==> src/rtl/max_pool_2.sv <==
// Second LeNet-5 max-pool layer: 2x2/stride-2 pooling of 16x10x10 conv-2 maps into 16x5x5 maps,
// with reads and writes going through the shared single-port result BRAM in 4-cycle slots.
module max_pool_2 #(
    parameter int DATA_SIZE = 16,
    parameter int DEPTH     = 16,
    parameter int IN_SIZE   = 10,
    parameter int OUT_SIZE  = 5,
    parameter int SRC_BASE  = 5880,
    parameter int DST_BASE  = 7480
) (
    input  logic                 clk,
    input  logic                 rst,
    input  logic                 pool_2_en,
    input  logic [DATA_SIZE-1:0] result_bram_douta,
    output logic                 result_bram_ena,
    output logic                 result_bram_wea,
    output logic [12:0]          result_bram_addra,
    output logic [DATA_SIZE-1:0] result_bram_dina,
    output logic                 pool_2_finish
);

    localparam int CW = $clog2(DEPTH + 1);
    localparam int PW = $clog2(OUT_SIZE);

    typedef enum logic [5:0] {
        IDLE    = 6'b000001,
        CHECK   = 6'b000010,
        LOAD    = 6'b000100,
        COMPARE = 6'b001000,
        STORE   = 6'b010000,
        DONE    = 6'b100000
    } state_t;

    state_t               state, state_d;
    logic [CW-1:0]        channel, channel_d;
    logic [PW-1:0]        row, row_d, col, col_d;
    logic [1:0]           k, k_d, circle, circle_d;
    logic [DATA_SIZE-1:0] max_val, max_d;
    logic                 ena_d, wea_d, finish_d;
    logic [12:0]          addra_d;
    logic [DATA_SIZE-1:0] dina_d;
    logic                 legal, run;

    always_comb begin
        legal = state inside {IDLE, CHECK, LOAD, COMPARE, STORE, DONE};
        // DONE must see a low enable to re-arm, and illegal codes must always recover
        run   = pool_2_en || (state == DONE) || !legal;

        state_d   = state;
        channel_d = channel;
        row_d     = row;
        col_d     = col;
        k_d       = k;
        circle_d  = circle;
        max_d     = max_val;
        ena_d     = result_bram_ena;
        wea_d     = result_bram_wea;
        addra_d   = result_bram_addra;
        dina_d    = result_bram_dina;
        finish_d  = pool_2_finish;

        if (run) begin
            case (state)
                IDLE: begin
                    channel_d = '0;
                    row_d     = '0;
                    col_d     = '0;
                    k_d       = '0;
                    circle_d  = '0;
                    finish_d  = 1'b0;
                    state_d   = CHECK;
                end
                CHECK: begin
                    // the write strobe from STORE is released here so a store spans four full cycles
                    ena_d = 1'b0;
                    wea_d = 1'b0;
                    if (channel == CW'(DEPTH)) begin
                        finish_d = 1'b1;
                        state_d  = DONE;
                    end else begin
                        k_d      = '0;
                        circle_d = '0;
                        state_d  = LOAD;
                    end
                end
                LOAD: begin
                    case (circle)
                        2'd0: begin
                            ena_d    = 1'b1;
                            wea_d    = 1'b0;
                            addra_d  = 13'(14'(SRC_BASE)
                                         + 14'(channel) * 14'(IN_SIZE * IN_SIZE)
                                         + (14'({row, 1'b0}) + 14'(k[1])) * 14'(IN_SIZE)
                                         + 14'({col, 1'b0}) + 14'(k[0]));
                            circle_d = 2'd1;
                        end
                        2'd3: begin
                            if (k == 2'd0 || $signed(result_bram_douta) > $signed(max_val))
                                max_d = result_bram_douta;
                            k_d      = k + 2'd1;
                            circle_d = 2'd0;
                            if (k == 2'd3) begin
                                ena_d   = 1'b0;
                                state_d = COMPARE;
                            end
                        end
                        default: circle_d = circle + 2'd1;
                    endcase
                end
                COMPARE: begin
                    dina_d   = max_val;
                    circle_d = '0;
                    state_d  = STORE;
                end
                STORE: begin
                    case (circle)
                        2'd0: begin
                            ena_d    = 1'b1;
                            wea_d    = 1'b1;
                            addra_d  = 13'(14'(DST_BASE)
                                         + 14'(channel) * 14'(OUT_SIZE * OUT_SIZE)
                                         + 14'(row) * 14'(OUT_SIZE)
                                         + 14'(col));
                            circle_d = 2'd1;
                        end
                        2'd3: begin
                            circle_d = '0;
                            state_d  = CHECK;
                            if (col == PW'(OUT_SIZE - 1)) begin
                                col_d = '0;
                                if (row == PW'(OUT_SIZE - 1)) begin
                                    row_d     = '0;
                                    channel_d = channel + CW'(1);
                                end else begin
                                    row_d = row + PW'(1);
                                end
                            end else begin
                                col_d = col + PW'(1);
                            end
                        end
                        default: circle_d = circle + 2'd1;
                    endcase
                end
                DONE: begin
                    if (!pool_2_en) begin
                        finish_d = 1'b0;
                        state_d  = IDLE;
                    end
                end
                default: begin
                    ena_d   = 1'b0;
                    wea_d   = 1'b0;
                    state_d = IDLE;
                end
            endcase
        end
    end

    always_ff @(posedge clk) begin
        if (rst) begin
            state             <= IDLE;
            channel           <= '0;
            row               <= '0;
            col               <= '0;
            k                 <= '0;
            circle            <= '0;
            max_val           <= '0;
            result_bram_ena   <= 1'b0;
            result_bram_wea   <= 1'b0;
            result_bram_addra <= '0;
            result_bram_dina  <= '0;
            pool_2_finish     <= 1'b0;
        end else begin
            state             <= state_d;
            channel           <= channel_d;
            row               <= row_d;
            col               <= col_d;
            k                 <= k_d;
            circle            <= circle_d;
            max_val           <= max_d;
            result_bram_ena   <= ena_d;
            result_bram_wea   <= wea_d;
            result_bram_addra <= addra_d;
            result_bram_dina  <= dina_d;
            pool_2_finish     <= finish_d;
        end
    end

endmodule

==> config.mk <==
export PLATFORM = sky130hd
export DESIGN_NAME = max_pool_2
export DESIGN_NICKNAME = d
export VERILOG_FILES = /design/src/rtl/max_pool_2.sv
export SDC_FILE = /design/constraint.sdc
export NUM_CORES = 1
export LEC_CHECK = 0
export ABC_AREA = 1
export BUFFER_PORTS_ARGS = -buffer_cell sky130_fd_sc_hd__buf_2
export CAP_MARGIN = 20
export CORE_MARGIN = 5
export CORE_UTILIZATION = 45
export DETAILED_ROUTE_END_ITERATION = 8
export SYNTH_ARGS = -nofsm -noshare
export SYNTH_HDL_FRONTEND = slang
export SYNTH_SLANG_ARGS = --single-unit
==> constraint.sdc <==
create_clock -name clk -period 6.7 [get_ports clk]
set_input_delay 0 -clock clk [delete_from_list [all_inputs] [get_ports clk]]
set_output_delay 0 -clock clk [all_outputs]
set_load 0.02 [all_outputs]
# After elaboration in Yosys (flattened, before gate mapping)

Index checks and enable logic that the tools add are counted.

Register bits after elaboration: 69
Input port bits: 19
Output and inout bits: 32
Word-level logic and storage cells: 115

Add/sub/neg operators: 13
$mul: 4
$lt $le $gt $ge: 1
Equal/unequal tests: 23
Multiplexer cells: 34
Bitwise operators: 1
Reductions and logical operators: 27

Operators by type and width:

| kind                     | count |
|---|---|
| $pmux W6 S6              | 1 |
| $mux W6                  | 5 |
| $mux W13                 | 2 |
| $pmux W13 S2             | 1 |
| $reduce_and A4 Y1        | 6 |
| $mul A5 B5 Y10 const B   | 2 |
| $gt A16 B16 Y1           | 1 |
| $ne A2 B1 Y1 const B     | 8 |
| $mux W3                  | 5 |
| $mux W5                  | 3 |
| $reduce_and A5 Y1        | 3 |
| $add A13 B1 Y13          | 1 |
| $add A13 B10 Y13 const A | 1 |
| $add A13 B12 Y13 const A | 1 |
| $add A13 B3 Y13          | 1 |
| $add A13 B4 Y13          | 1 |
| $add A13 B6 Y13          | 1 |
| $add A13 B9 Y13          | 1 |
| $pmux W2 S3              | 2 |
| $pmux W3 S2              | 2 |
| $pmux W5 S2              | 1 |
| $pmux W1 S3              | 3 |
| $reduce_bool A3 Y1       | 3 |
| $mul A5 B3 Y8 const B    | 1 |
| other kinds (31)         | 47 |

# Depth between registers and ports, before layout

Gate-level depths: netlist of run 1.

Depth in word-level cells: 7
Gate-level depth with buffers: 20

# Worst setup path after synthesis of run 1

No wires, ideal clock.

Path kind: reg-to-reg
Start point: register channel[0]
End point: register result_bram_addra[8]
Library setup time: 0.116 ns
Data arrival time: 3.609 ns
Data required time: 6.584 ns
Path slack: 2.974 ns
Stages on the path, launching flop included: 18
Path buffers: 0
Clock period less this slack: 3.726 ns
Cell sequence: dfxtp_1 -> inv_1 -> ha_1 -> ha_1 -> ha_1 -> fa_1 -> inv_1 -> ha_1 -> inv_1 -> ha_1 -> ha_1 -> a21o_1 -> nor2_1 -> nor2_1 -> o21ai_0 -> o211ai_1 -> o211ai_1 -> inv_1

Longest elaborated chain between the ends: 7
Elaborated cells on any way between the ends: 12
Those cells by class: add/sub: 7; mul: 2; mux: 3

Ends and longest elaborated chain:

| item                   | line    | RTL |
|---|---|---|
| start, declared        | 35      | `logic [CW-1:0] channel, channel_d;` |
| start signal, assigned | 175     | `channel <= channel_d;` |
| $mul A5 B5 Y10         | 92, 121 |  |
| $add A13 B12 Y13       | 92      | `+ 14'(channel) * 14'(IN_SIZE * IN_SIZE)` |
| $add A13 B9 Y13        | 93      | `+ (14'({row, 1'b0}) + 14'(k[1])) * 14'(IN_SIZE)` |
| $add A13 B4 Y13        | 94      | `+ 14'({col, 1'b0}) + 14'(k[0]));` |
| $add A13 B1 Y13        | 94      |  |
| $mux W13               | 87      | `case (circle)` |
| $pmux W13 S2 (*)       | 63      | `case (state)` |
| end signal, assigned   | 183     | `result_bram_addra <= addra_d;` |
| end, declared          | 17      | `output logic [12:0] result_bram_addra,` |

Mark *: on every way between the ends. The rest lies on a longest branch, timed or not. The select of a mux whose other input is x is not followed.
A chain may end at the register's enable or synchronous reset.

# Final worst setup path of run 1

Same ends and word-level chain as after synthesis.

==> results.ini, run 1 <==
[status]
outcome = finished, final reports clean

[global_routing]
overflow = 0
grt_usage_pct = 18.9
antenna_found_initial = 0
grt_max_degree = 58
grt_pass1_vias = 4752
grt_pass1_wl_mm = 22.8

[finish]
drive_gt1_share_pct = 9.72
layoutNonFillerInstCount = 991
final_util_pct = 52.6
area_growth_pct = 13.6
diodes = 0
final-seq-area_um2 = 1380
postLayoutCellArea_um2 = 6400
multi_input_area_um2 = 3650
fill_cells = 1191
nets = 955

[sta]
hold_viol = 0
finalSetupTns_ns = 0
rsz0062_at_grt = no
timing.fmax_mhz = 243
timing.final.ws_setup_ns = 2.59
relSlewSlack_pct = 30.8
finClkSkew_ns = 0.00783
timing.final.crit_share_pct = 61.4
drv_slew = 0
min_period_ns = 4.11
setup_violations = 0
worst_pin_slew_ns = 1.04

[critical_path]
critPathLaunchType = flip-flop
critPathMostFrequentCell = ha_1
cp-end-kind = flip-flop
cp.required_ns = 6.93
crit_path_cell_trace = inv_1 -> ha_1 -> ha_1 -> ha_1 -> fa_1 -> inv_1 -> ha_1 -> inv_1 -> ha_1 -> ha_1 -> a21o_1 -> nor2_1 -> nor2_1 -> o21ai_0 -> o211ai_1 -> o211ai_1 -> inv_1
r2r_cells = 17
rrSetupSlack_ns = 2.59
slowest_stage = dfxtp_1
cp.arrival_ns = 4.34
worstSetupPathType = flip-flop to flip-flop
cp_slowest_stage_delay_ns = 0.51
cp_max_fo = 8

[synth]
synth_enable_flop_cells = 0
syn_inst = 767
async_flop_share_pct = 0
yosys_warnings = 0
synth_top_flop_cell = dfxtp_1
syn-cell-area_um2 = 5630
ys_ff_latch = 69
synth_cell_types = 40
syn_area_per_cell_um2 = 7.34
ys_seq_area_share_pct = 24.5

[route]
drc = 0
drtIter0Drc = 242
vias_per_cell = 5.02
vias = 4979
wl_mm = 13.5
firstDrtPassIters = 5
ant_nets = 0
routedWlPerCell_um = 13.6

[placement]
gp_congestion = 0.892
dp_slack_ns = 2.64
dp_hpwl_mm = 10.3
dp_cells = 966
place_area_um2 = 6000
io_buffers = 50

[min_path]
hold_class = primary input to flip-flop
holdPathStages = 5

[run]
maxCapViolCount = 0

[clocking]
cts_buffers = 9
worstSkewPairLatency_ns = 0.34
clockRootBuffer = clkbuf_16
clk_pin_slew_ns = 0.06
clock_sinks = 69
clock_path_buffers = 2
cts_tree = yes
postCtsResizedCells = 0
cts.htree.levels = 3

[power]
p_sw_uw = 706
power.share.switching_pct = 41.9
seqPwrFrac_pct = 29.3
p_int_uw = 979
clockPowerShare_pct = 27.4
p_leak_uw = 0.00339
p_comb_share_pct = 43.2
peakVddDrop_mv = 0.227
p_per_area_nw_per_um2 = 263

[die]
die-area_um2 = 14900
initial_utilization_pct = 46.3
rows = 40
core_um2 = 12200
ios = 51
die_w_um = 122
die_y_um = 122

[cell families after synthesis]
group,Yosys count,synth area share [%]
buffers and inverters,155,10.8
AND/OR/NAND/NOR,241,18.4
AO/OA/AOI/OAI,168,16.3
adder cells (fa/ha/maj),118,27.7
XOR/XNOR,15,2.33
flip-flops,69,24.5
other,1,0.0666
[registers in the layout, summed over array words and instances (netlist names)]
| name | count |
|---|---|
| max_val | 16 |
| result_bram_dina | 16 |
| result_bram_addra | 13 |
| state | 6 |
| channel | 5 |
| col | 3 |
| row | 3 |
| circle | 2 |
| k | 2 |
| pool_2_finish | 1 |
| result_bram_ena | 1 |
| result_bram_wea | 1 |
[worst max-delay path: cells and delay by family, from the launching register on]
kind	cells	cell delay [ns]
DFF	1	0.51
buffers and inverters	4	0.31
AOI/OAI and AO/OA	4	0.65
adders and majority gates	7	2.30
and+or+nand+nor	2	0.22
[final timing paths]
check                              from                    end
setup reg to reg             channel[0]   result_bram_addra[8]
hold reg to reg   result_bram_addra[12]  result_bram_addra[12]
setup / recovery             channel[0]   result_bram_addra[8]
hold / removal     result_bram_douta[6]             max_val[6]
[what timing repair did]
item                      4_1_cts  5_1_grt
hold endpoints to repair        8        0
hold buffers                    8        0
setup buffers                   0        0
[cell usage after synthesis, drive strengths merged, types with 2 or more instances]
cell	n	area (um^2)
nor2	74	288
dfxtp	69	1380
o21a	2	15.0
a31oi	8	50.1
a21oi	77	385
nor3b	2	15.0
a211oi	4	30.0
o21bai	2	15.0
clkbuf	8	31.3
nand2	103	387
nor3	5	36.3
o211ai	6	45.0
xnor2	5	43.8
a21o	5	37.5
fa	11	220
ha	107	1340
nand4	8	56.3
nand3	45	225
o21ai	59	299
xor2	10	87.6
buf	15	78.8
inv	132	495
or2	3	18.8
[area by class of cell]
cell class              instances  area share, %
flip-flops and latches         69           21.6
repair buffers                 61           5.79
clock buffers                  11           3.95
clock inverters                 5          0.528
well taps                     168           3.29
inverters                     132           7.75
multi-input cells             545           57.1
[cells in the final DEF, fill, tap and decap left out, drive strengths merged, types with 2 or more instances in the layout]
cell type    instances
clkinv               2
nand3               45
clkinvlp             2
nor3                 5
or2                  3
a21o                 5
o21bai               2
clkbuf              12
fa                  11
a21oi               77
inv                133
nand2              103
nor2                74
xor2                10
buf                 52
nor3b                2
o21ai               59
a211oi               4
o21a                 2
a31oi                8
o211ai               6
xnor2                5
nand4                8
ha                 107
dlygate4sd3          8
conb                 3
dfxtp               69
[power by group through the flow]
stage	sequential (uW)	combinational [uW]	clock [uW]
detailed placement	503	716	0
CTS	494	727	469
global route	501	841	493
global placement	501	701	0
finish	494	729	462
floorplan	519	532	0
[through the flow]
| stage | total power [uW] | hold slack (ns) |
|---|---|---|
| after floorplan | 1050 | 0.220 |
| after global placement | 1200 | 0.331 |
| after detailed placement | 1220 | 0.344 |
| after CTS | 1690 | 0.000998 |
| after global routing | 1830 | 0.0228 |
| final | 1690 | 0.00533 |
[metal layers]
layer,track usage [%],vias up,routed length (um)
met5,0,-,0
met4,4.83,0,147
met3,3.44,11,484
met2,29.3,94,6020
met1,27.2,2239,6860
li1,-,2635,-
No activity file was read; power rests on OpenSTA's default activity.
==> run 2: changes to the inputs <==
clock period = 4.3 ns   (was 6.7 ns; I/O delays follow)
==> run 2 against run 1 <==
  * Die area unchanged
  * Register-to-register slack lost 2.2 ns
  * Global-route usage decreased by 0.13 points
  * Via count is 0.28% higher
  * Hold slack better by 0.0026 ns
  * Fmax is 4.9% higher
  * Sequential share of layout area is 0.11 points lower
  * Clock skew up 0.0033 ns
  * Critical path type unchanged
  * Critical path depth is the same
  * Total power grew 62%
==> results.ini, run 2 (synthesized netlist as in run 1, its figures left out) <==
[sta]
finClkSkew_ns = 0.0111
timing.fmax_mhz = 255
finalSetupTns_ns = 0
drv_slew = 0
rsz0062_at_grt = no
worst_pin_slew_ns = 1.05
min_period_ns = 3.92
timing.final.crit_share_pct = 91.2
hold_viol = 0
timing.final.ws_setup_ns = 0.379
setup_violations = 0
relSlewSlack_pct = 29.6

[clocking]
clockRootBuffer = clkbuf_16
clock_path_buffers = 2
clock_sinks = 69
cts_buffers = 9
cts_tree = yes
worstSkewPairLatency_ns = 0.34
cts.htree.levels = 3
clk_pin_slew_ns = 0.06

[finish]
nets = 957
area_growth_pct = 14.1
drive_gt1_share_pct = 10.1
postLayoutCellArea_um2 = 6430
final_cell_mix = inv_1, ha_1, nand2_1, a21oi_1, nor2_1
diodes = 0
layout_commonest_cell = inv_1
largest_registers = max_val x16, result_bram_dina x16, result_bram_addra x13
final_util_pct = 52.8

[die]
die-area_um2 = 14900
die_w_um = 122
core_um2 = 12200
die_y_um = 122
initial_utilization_pct = 46.3
rows = 40
ios = 51

[min_path]
hold_class = primary input to flip-flop

[placement]
dp_slack_ns = 0.417
dp_hpwl_mm = 10.3
io_buffers = 50
place_area_um2 = 6030
gp_congestion = 0.859

[status]
outcome = finished, final reports clean

[global_routing]
grt_pass1_wl_mm = 22.7
grt_usage_pct = 18.8
overflow = 0
antenna_found_initial = 0
grt_max_degree = 58
grt_pass1_vias = 4804

[power]
p_sw_uw = 1110
clockPowerShare_pct = 30.1
p_per_area_nw_per_um2 = 424
peakVddDrop_mv = 0.298
power.share.switching_pct = 40.8
p_leak_uw = 0.00341
total_power_uw = 2730
p_int_uw = 1610
p_comb_share_pct = 41.8
seqPwrFrac_pct = 28.1

[route]
drc = 0
vias_per_cell = 5.03
vias = 4993
ant_nets = 0
drtIter0Drc = 314
firstDrtPassIters = 5
wl_mm = 13.6
routedWlPerCell_um = 13.6

[run]
maxCapViolCount = 0

[critical_path]
cp.arrival_ns = 4.14
critPathLaunchType = flip-flop
worstSetupPathType = flip-flop to flip-flop
cp_max_fo = 6
cp-end-kind = flip-flop
cp.required_ns = 4.52

-- run 2: power groups by stage --
stage | clock network (uW) | logic (uW) | registers [uW]
floorplan | 0 | 830 | 809
global placement | 0 | 1110 | 776
detailed placement | 0 | 1120 | 781
CTS | 837 | 1140 | 767
global route | 868 | 1300 | 777
finish | 821 | 1140 | 767
-- run 2: worst paths after layout --
kind                         from                    to  slack (ns)  cells after the start
min reg2reg            max_val[6]   result_bram_dina[6]        0.48                      2
min          result_bram_douta[6]            max_val[6]       0.008                      5
max reg2reg            channel[1]  result_bram_addra[9]        0.38                     17
max                    channel[1]  result_bram_addra[9]        0.38                     17
-- run 2: repair_timing --
| item | CTS | global route |
|---|---|---|
| hold buffers | 7 | 0 |
| resized for setup | 0 | 0 |
| setup endpoints to repair | 0 | 0 |
| endpoints found under the hold margin | 7 | 0 |
| setup buffers | 0 | 0 |
-- run 2: area by class of cell --
class                           count  area [um^2]
Clock buffer                        9          225
Clock inverter                      7         97.6
Tap cell                          168          210
Timing Repair Buffer               63          365
Inverter                          132          495
Fill cell                        1184         5730
Multi-Input combinational cell    545         3650
Sequential cell                    69         1380
-- run 2: critical path: stages (launching register included) --
cell     delay (ns)
dfxtp_1        0.44
inv_1          0.16
ha_1           0.35
ha_1           0.29
ha_1           0.21
fa_1           0.48
inv_1          0.04
ha_1           0.27
inv_1          0.04
ha_1           0.19
ha_1           0.35
a21oi_1        0.23
inv_1          0.06
a31oi_1        0.24
xor2_1         0.23
o21ai_0        0.10
inv_1          0.08
a21oi_1        0.06
-- run 2: routing by layer --
layer | GRT usage [%] | up-vias | share of wire [%]
met2 | 30.6 | 93 | 45
li1 | - | 2641 | -
met4 | 5.46 | 0 | 1.4
met1 | 25.7 | 2241 | 50
met5 | 0 | - | 0
met3 | 3.11 | 18 | 3.7
-- run 2: metrics by stage --
step,hold WS (ns),std cells
floorplan,0.220,769
global placement,0.330,970
detailed placement,0.348,970
CTS,0.0000640,993
global route,0.0151,993
finish,0.00793,993
